`src/rtl/mmio_pkg.sv`:
```
// Shared definitions for the dmem MMIO bridge: register addresses,
// STATUS bit layout and the UART serializer state encoding.
package mmio_pkg;

    localparam logic [31:0] TXDATA_ADDR = 32'hFFFF_F000;
    localparam logic [31:0] STATUS_ADDR = 32'hFFFF_F004;

    localparam int STATUS_FULL    = 0;
    localparam int STATUS_EMPTY   = 1;
    localparam int STATUS_OVF     = 2;
    localparam int STATUS_CNT_LSB = 4;

    // Wide enough for the largest legal FIFO_DEPTH of 15.
    localparam int COUNT_W = 4;

    typedef enum logic [1:0] {
        ST_IDLE,
        ST_START,
        ST_DATA,
        ST_STOP
    } tx_state_t;

    function automatic logic [31:0] status_word(input logic             full,
                                                input logic             empty,
                                                input logic             overflow,
                                                input logic [COUNT_W-1:0] count);
        logic [31:0] word;
        word                              = '0;
        word[STATUS_FULL]                 = full;
        word[STATUS_EMPTY]                = empty;
        word[STATUS_OVF]                  = overflow;
        word[STATUS_CNT_LSB +: COUNT_W]   = count;
        return word;
    endfunction

endpackage

```
`src/rtl/uart_tx_fifo.sv`:
```
// Circular byte FIFO feeding the UART serializer, with occupancy count
// and a sticky overflow flag for writes that arrive while full.
module uart_tx_fifo
    import mmio_pkg::*;
#(
    parameter int FIFO_DEPTH = 8
) (
    input  logic               clock,
    input  logic               reset,
    input  logic               push,
    input  logic [7:0]         push_data,
    input  logic               pop,
    input  logic               ovf_clr,
    output logic [7:0]         head,
    output logic               full,
    output logic               empty,
    output logic               overflow,
    output logic [COUNT_W-1:0] count
);

    localparam int PTR_W = $clog2(FIFO_DEPTH);
    localparam logic [PTR_W-1:0]   PTR_LAST  = PTR_W'(FIFO_DEPTH - 1);
    localparam logic [COUNT_W-1:0] COUNT_MAX = COUNT_W'(FIFO_DEPTH);

    logic [7:0]       mem [FIFO_DEPTH];
    logic [PTR_W-1:0] wr_ptr;
    logic [PTR_W-1:0] rd_ptr;
    logic             push_ok;
    logic             pop_ok;

    assign full    = (count == COUNT_MAX);
    assign empty   = (count == '0);
    assign push_ok = push & ~full;
    assign pop_ok  = pop & ~empty;
    assign head    = mem[rd_ptr];

    // NOTE: storage is not reset; count/pointers alone define validity, so
    // the array can map onto plain RAM cells without a reset network.
    always_ff @(posedge clock) begin
        if (push_ok) begin
            mem[wr_ptr] <= push_data;
        end
    end

    // NOTE: sequential state is updated only with non-blocking assignments so
    // every register samples pre-edge values regardless of statement order.
    always_ff @(posedge clock or negedge reset) begin
        if (!reset) begin
            wr_ptr   <= '0;
            rd_ptr   <= '0;
            count    <= '0;
            overflow <= 1'b0;
        end else begin
            if (push_ok) begin
                wr_ptr <= (wr_ptr == PTR_LAST) ? '0 : wr_ptr + PTR_W'(1);
            end
            if (pop_ok) begin
                rd_ptr <= (rd_ptr == PTR_LAST) ? '0 : rd_ptr + PTR_W'(1);
            end
            case ({push_ok, pop_ok})
                2'b10:   count <= count + COUNT_W'(1);
                2'b01:   count <= count - COUNT_W'(1);
                default: count <= count;
            endcase
            // A drop and a clear on the same edge leave the flag set.
            if (push & full) begin
                overflow <= 1'b1;
            end else if (ovf_clr) begin
                overflow <= 1'b0;
            end
        end
    end

endmodule

```
`src/rtl/dmem_mmio_uart.sv`:
```
// dmem-side bridge: decodes each access to data RAM, UART MMIO registers or
// nothing, and serializes queued TX bytes as 8N1 frames on tx.
module dmem_mmio_uart
    import mmio_pkg::*;
#(
    parameter int RAM_ADDR_WIDTH = 12,
    parameter int FIFO_DEPTH     = 8,
    parameter int CLKS_PER_BIT   = 4
) (
    input  logic                      clock,
    input  logic                      reset,
    input  logic [31:0]               address_dmem,
    input  logic [31:0]               data,
    input  logic                      wren,
    input  logic                      hold,
    output logic [31:0]               q_dmem,
    output logic [RAM_ADDR_WIDTH-1:0] ram_address,
    output logic [31:0]               ram_data,
    output logic                      ram_wren,
    input  logic [31:0]               ram_q,
    output logic                      tx
);

    localparam int BAUD_W = (CLKS_PER_BIT > 1) ? $clog2(CLKS_PER_BIT) : 1;
    localparam logic [BAUD_W-1:0] BAUD_LAST = BAUD_W'(CLKS_PER_BIT - 1);

    logic               is_txdata;
    logic               is_status;
    logic               is_ram;
    logic               accept;
    logic               fifo_push;
    logic               fifo_pop;
    logic               ovf_clr;
    logic [7:0]         fifo_head;
    logic               fifo_full;
    logic               fifo_empty;
    logic               fifo_ovf;
    logic [COUNT_W-1:0] fifo_count;

    tx_state_t          state, state_n;
    logic [BAUD_W-1:0]  baud_cnt, baud_n;
    logic [2:0]         bit_idx, bit_n;
    logic [7:0]         shift_reg, shift_n;
    logic               tx_n;
    logic               bit_end;

    assign is_txdata = (address_dmem == TXDATA_ADDR);
    assign is_status = (address_dmem == STATUS_ADDR);
    assign is_ram    = ~is_txdata & ~is_status
                     & ((address_dmem >> RAM_ADDR_WIDTH) == 32'd0);

    // Stalled stores repeat every cycle; only the final one touches MMIO state.
    assign accept    = wren & ~hold;
    assign fifo_push = accept & is_txdata;
    assign ovf_clr   = accept & is_status & data[STATUS_OVF];

    assign ram_address = address_dmem[RAM_ADDR_WIDTH-1:0];
    assign ram_data    = data;
    assign ram_wren    = wren & is_ram;

    always_comb begin
        q_dmem = '0;
        if (is_status) begin
            q_dmem = status_word(fifo_full, fifo_empty, fifo_ovf, fifo_count);
        end else if (is_ram) begin
            q_dmem = ram_q;
        end
    end

    uart_tx_fifo #(
        .FIFO_DEPTH (FIFO_DEPTH)
    ) u_fifo (
        .clock     (clock),
        .reset     (reset),
        .push      (fifo_push),
        .push_data (data[7:0]),
        .pop       (fifo_pop),
        .ovf_clr   (ovf_clr),
        .head      (fifo_head),
        .full      (fifo_full),
        .empty     (fifo_empty),
        .overflow  (fifo_ovf),
        .count     (fifo_count)
    );

    assign bit_end = (baud_cnt == BAUD_LAST);

    // NOTE: every value this block writes is given a default first, so no
    // path leaves one unassigned and no latch is inferred.
    always_comb begin
        state_n  = state;
        baud_n   = baud_cnt;
        bit_n    = bit_idx;
        shift_n  = shift_reg;
        tx_n     = tx;
        fifo_pop = 1'b0;
        case (state)
            ST_IDLE: begin
                if (!fifo_empty) begin
                    fifo_pop = 1'b1;
                    shift_n  = fifo_head;
                    baud_n   = '0;
                    tx_n     = 1'b0;
                    state_n  = ST_START;
                end
            end
            ST_START: begin
                if (bit_end) begin
                    baud_n  = '0;
                    bit_n   = '0;
                    tx_n    = shift_reg[0];
                    state_n = ST_DATA;
                end else begin
                    baud_n = baud_cnt + BAUD_W'(1);
                end
            end
            ST_DATA: begin
                if (bit_end) begin
                    baud_n = '0;
                    if (bit_idx == 3'd7) begin
                        bit_n   = '0;
                        tx_n    = 1'b1;
                        state_n = ST_STOP;
                    end else begin
                        shift_n = {1'b0, shift_reg[7:1]};
                        bit_n   = bit_idx + 3'd1;
                        tx_n    = shift_reg[1];
                    end
                end else begin
                    baud_n = baud_cnt + BAUD_W'(1);
                end
            end
            ST_STOP: begin
                if (bit_end) begin
                    baud_n = '0;
                    // Chain straight into the next start bit when more data waits.
                    if (!fifo_empty) begin
                        fifo_pop = 1'b1;
                        shift_n  = fifo_head;
                        tx_n     = 1'b0;
                        state_n  = ST_START;
                    end else begin
                        state_n = ST_IDLE;
                    end
                end else begin
                    baud_n = baud_cnt + BAUD_W'(1);
                end
            end
            default: state_n = ST_IDLE;
        endcase
    end

    always_ff @(posedge clock or negedge reset) begin
        if (!reset) begin
            state     <= ST_IDLE;
            baud_cnt  <= '0;
            bit_idx   <= '0;
            shift_reg <= '0;
            tx        <= 1'b1;
        end else begin
            state     <= state_n;
            baud_cnt  <= baud_n;
            bit_idx   <= bit_n;
            shift_reg <= shift_n;
            tx        <= tx_n;
        end
    end

endmodule

```
`config.mk`:
```
export PLATFORM = sky130hd
export DESIGN_NAME = dmem_mmio_uart
export DESIGN_NICKNAME = d
export VERILOG_FILES = /design/src/rtl/mmio_pkg.sv /design/src/rtl/uart_tx_fifo.sv /design/src/rtl/dmem_mmio_uart.sv
export SDC_FILE = /design/constraint.sdc
export NUM_CORES = 1
export LEC_CHECK = 0
export ABC_AREA = 0
export CORE_AREA = 4 4 114 116
export DETAILED_ROUTE_END_ITERATION = 8
export DIE_AREA = 0 0 118 120
export PLACE_DENSITY = 0.78
export SYNTH_ARGS = -nofsm -noshare
export SYNTH_HDL_FRONTEND = slang
export SYNTH_SLANG_ARGS = --single-unit
```
`constraint.sdc`:
```
create_clock -name clock -period 3.5 [get_ports clock]
set_clock_uncertainty 0.05 [all_clocks]
set_input_delay 1.05 -clock clock [delete_from_list [all_inputs] [get_ports clock]]
set_output_delay 1.05 -clock clock [all_outputs]
set_load 0.01 [all_outputs]
```
======== Word-level counts from Yosys, hierarchy flattened ========
Memories as Yosys holds them, arrays and structs flattened.
Cells that the tools add are included.
cells by class
  eq/ne operators ......................... 18
  mux-type cells .......................... 37
  add/subtract/negate cells ............... 6
  bitwise logic cells ..................... 15
  reduce and logical (&&, ||, !) cells .... 12
operators by type and width
  cell                                            number
  == test 32 bit (second input constant)          2
  two-way mux 32 bit                              2
  zero test 32 bit                                1
  two-way mux 8 bit                               4
  case mux 8 bit (3 select lines)                 1
  two-way mux 3 bit                               5
  two-way mux 2 bit                               7
  two-way mux 1 bit                               12
  != test 2 bit (second input constant)           6
  AND 1 bit                                       10
  adder 3 x 1 -> 3 bit (second input constant)    3
  == test 3 bit (second input constant)           3
  == test 2 bit (second input constant)           4
  case mux 2 bit (4 select lines)                 1
  case mux 4 bit (2 select lines)                 1
  case mux 3 bit (2 select lines)                 1
  AND reduction 3 bit                             2
  nonzero test 2 bit                              3
  inverter 1 bit                                  5
  AND reduction 5 bit                             1
  adder 4 x 1 -> 4 bit (second input constant)    1
  == test 2 x 1 -> 1 bit (second input constant)  2
  == test 4 bit (second input constant)           1
  zero test 4 bit                                 1
  9 further kinds                                 9
word-level totals
  register bits ........................... 27
  memories kept ........................... 1
  output and inout bits ................... 78
  logic and storage cells ................. 98
  RAM bits ................................ 64
memory list
  memory      words  bits a word  read ports  clocked after memory_dff  wr ports  RTL line            text
  u_fifo.mem  8      8            1           0                         1         uart_tx_fifo.sv:25  logic [7:0] mem [FIFO_DEPTH];

======== Depth between registers and ports, before layout ========
  depth after elaboration ................. 7
  gate-level depth with buffers ........... 12
  depth with buffers taken out ............ 11

======== Modules after synthesis ========
A second synthesis with hierarchy kept.
unflattened totals
  cells, all modules ...................... 355
  area, all modules ....................... 4873.4 um^2
by module, submodules not included
  module          instances  area each (um^2)  cells an instance
  uart_tx_fifo    1          3254.4            167
  dmem_mmio_uart  1          1619.1            188

======== Least setup slack after synthesis ========
No wires, ideal clock.
  kind .................................... input to output
  from .................................... input address_dmem[9]
  to ...................................... output q_dmem[2]
  cell stages on the path ................. 5
  data arrival time ....................... 2.540 ns
  path buffers ............................ 1
  data required time ...................... 2.400 ns
  setup slack ............................. -0.140 ns
  cell sequence ........................... or4b_2 > nor4_2 > and2_1 > buf_2 > a32o_1
on the way
  longest elaborated chain between the ends .. 6
  elaborated cells on any way between the ends .. 8
  classes of those cells .................. eq/ne (2); mux (2); bitwise (4)
RTL lines
  element                            RTL line                                    text
  start, declared                    dmem_mmio_uart.sv:12                        input logic [31:0] address_dmem,
  == test 32 bit (on tied branches)  dmem_mmio_uart.sv:47, dmem_mmio_uart.sv:48
  inverter 1 bit                     dmem_mmio_uart.sv:49                        assign is_ram = ~is_txdata & ~is_status
  AND 1 bit                          dmem_mmio_uart.sv:49
  AND 1 bit                          dmem_mmio_uart.sv:50                        & ((address_dmem >> RAM_ADDR_WIDTH) == 32'd0);
  two-way mux 32 bit                 dmem_mmio_uart.sv:65                        end else if (is_ram) begin
  two-way mux 32 bit (*)             dmem_mmio_uart.sv:63                        if (is_status) begin
  end, declared                      dmem_mmio_uart.sv:16                        output logic [31:0] q_dmem,
Mark *: on every way between the ends. The rest lies on a longest branch, timed or not.

======== Worst setup path in the final report ========
  from .................................... input address_dmem[9]
  to ...................................... output q_dmem[4]
Same word-level chain as after synthesis.

==> results.cfg <==
[status]
outcome = finished with violations
violations = setup timing

[global_routing]
grt_pass1_wl_mm = 18.5
grt-ovfl-total = 0
antenna_found_initial = 0
grt_max_degree = 28
grt_pass1_vias = 3487
grt_use_total_pct = 16.8

[clocking]
cts_buffers = 9
clkTransAtPathRegs_ps = 70
cts.sinks = 91
cts_tree = built
clock-root-buffer = clkbuf_16
max-clock-path-buffers = 2
worstSkewPairLatency_ps = 340
ctsHtreeMaxLevel = 3
cts-hold-fix-buffers = 0

[worst_setup_path]
path_cells = buf_6 -> or4b_4 -> nor4_4 -> and2_4 -> buf_6 -> buf_6 -> a32o_2 -> buf_6
r2r-start = u_fifo.count[1]
slowest_stage = or4b_4
max_stage_delay_ps = 540
crit_path_frequent_cell = buf_6
rr_worst_depth = 10
critPathArrivalTime_ps = 2640
crit_path_max_fanout = 4
worstSetupEndpoint = q_dmem[4]
r2r_slack_ps = 970
worstSetupPathType = in -> out
timing.rr.end = u_fifo.count[3]
crit_path_start_kind = input port
end_kind = output pin
crit_path_start = address_dmem[9]
crit_required_ps = 2400

[synthesis]
synth_cell_types = 49
synth.yosys.seq_area_share_pct = 54.1
synth_nets = 458
synth_area_per_cell_um2 = 14.1
ys.warnings.count = 0
syn-cell-area_um2 = 4810
async_reset_ff_share_pct = 29.7
synth-edff-count = 64
netlist_instances = 342
ys_ff_latch = 91
ys.flop_type = edfxtp_1

[timing]
setup_slack_ps = -242
fin_crit_ps = 3740
relSlewSlack_pct = 50.5
worstMarginPinSlew_ps = 743
finalCritPeriodShare_pct = 107
rsz0062_at_grt = yes
hold_violations = 0
fin_hold_ws_ps = 456
setup-violations-final = 12
fmax_ghz = 0.267
slew_viol_final = 0

[worst_hold_path]
holdCritStartpoint = shift_reg[6]
hp-class = reg -> reg
min_path_cells = 1

[placement]
portBuffers = 129
dpl.hpwl_mm = 8.20
finalWeightedCongestion = 0.860
placed_area_um2 = 6190

[route]
wl_mm = 11.9
antenna_left = 0
drt_iter0_drc = 195
viasPerCell = 5.25
first_pass_iters = 4
drc_errors = 0
wl_per_cell_um = 18.9
routed-via-count = 3324

[floorplan]
die_x_um = 118
initial_core_util_pct = 40.4
die_area_um2 = 14200
rows = 40
fp.coreArea_um2 = 11900
fp.dieH_um = 120
pin_count = 178

[pwr]
p_leak_nw = 2.74
powerDensity_nw_per_um2 = 359
power_w = 0.00237
peakVddDrop_mv = 0.308

[cells_and_area]
area_growth_pct = 37.1
largest_reg_flops = 64
drive_gt1_share_pct = 39.7
layout_commonest_cell = clkdlybuf4s50_1
antenna_cells = 0
mostFrequentLayoutCells = clkdlybuf4s50_1, edfxtp_1, buf_4, mux2_2
nets = 597
stdcell_area_um2 = 6590

[run]
maxCapViolCount = 0
## through the flow
step	util, %	TNS (ps)	worst slack [ps]	instances
global placement	52.0	-26410	-990	600
CTS	54.9	-1440	-238	632
global route	55.3	-3170	-307	633
detailed placement	52.0	-26930	-1020	600
floorplan	-	0	6.77	342
finish	55.3	-1240	-242	633
## what timing repair did
item	4_1_cts	5_1_grt
resized for setup	239	34
pin swaps	20	15
endpoints found under the setup margin	36	36
buffers inserted	12	1
cloned	4	0
## final cells by class
cell class              instances  area [µm²]
clock buffers                   9         225
flip-flops and latches         91        2600
multi-input cells             186        1880
clock inverters                 7        78.8
inverters                       6        22.5
fillers                       960        5320
repair buffers                187        1600
well taps                     147         184
## power breakdown
| group | internal [W] | switching, W |
|---|---|---|
| logic | 0.000131 | 0.0000723 |
| registers | 0.00119 | 0.0000203 |
| clock network | 0.000509 | 0.000442 |
## logic make-up after synthesis
logic type | after synthesis | share of synthesized area (%)
compound gates | 27 | 4.48
fa+ha+maj | 16 | 4.16
mux | 48 | 15.7
flops | 91 | 54.1
simple gates | 90 | 11.3
buf+inv | 65 | 9.40
xor+xnor | 5 | 0.911
## Yosys cell counts, types with 4 or more instances
master / instances / area, µm²
edfxtp_1: 64 / 1920
buf_4: 44 / 330
mux2_2: 31 / 349
and2_1: 27 / 169
dfrtp_1: 26 / 651
ha_1: 16 / 200
nor2_1: 14 / 52.6
mux4_1: 9 / 236
a32o_1: 8 / 80.1
nor4_1: 8 / 50.1
clkbuf_1: 7 / 26.3
mux4_2: 7 / 158
inv_1: 6 / 22.5
nand2_1: 6 / 22.5
nand3_1: 6 / 30.0
nor3_1: 6 / 30.0
o21ai_0: 4 / 20.0
xor2_1: 4 / 35.0
## worst min-delay path by stage
stage	endpoint	slack, ps
6_report	shift_reg[6]	460
5_1_grt	shift_reg[5]	470
4_1_cts	shift_reg[7]	460
3_5_place_dp	shift_reg[7]	440
3_3_place_gp	bit_idx[2]	430
2_1_floorplan	bit_idx[2]	420
## layer usage
layer	share of wire, %	GRT usage [%]	up-vias
met5	0	0	-
met4	2.1	7.03	0
met3	4.3	4.10	26
met2	55	29.3	92
met1	39	19.8	1657
li1	-	-	1549
## critical path, delay by kind of cell
| family | cells | cell delay [ps] |
|---|---|---|
| AND/OR/NAND/NOR | 3 | 1040 |
| AO/OA/AOI/OAI | 1 | 170 |
| buffers and inverters | 4 | 370 |
Power figures use the tool's default switching activity.
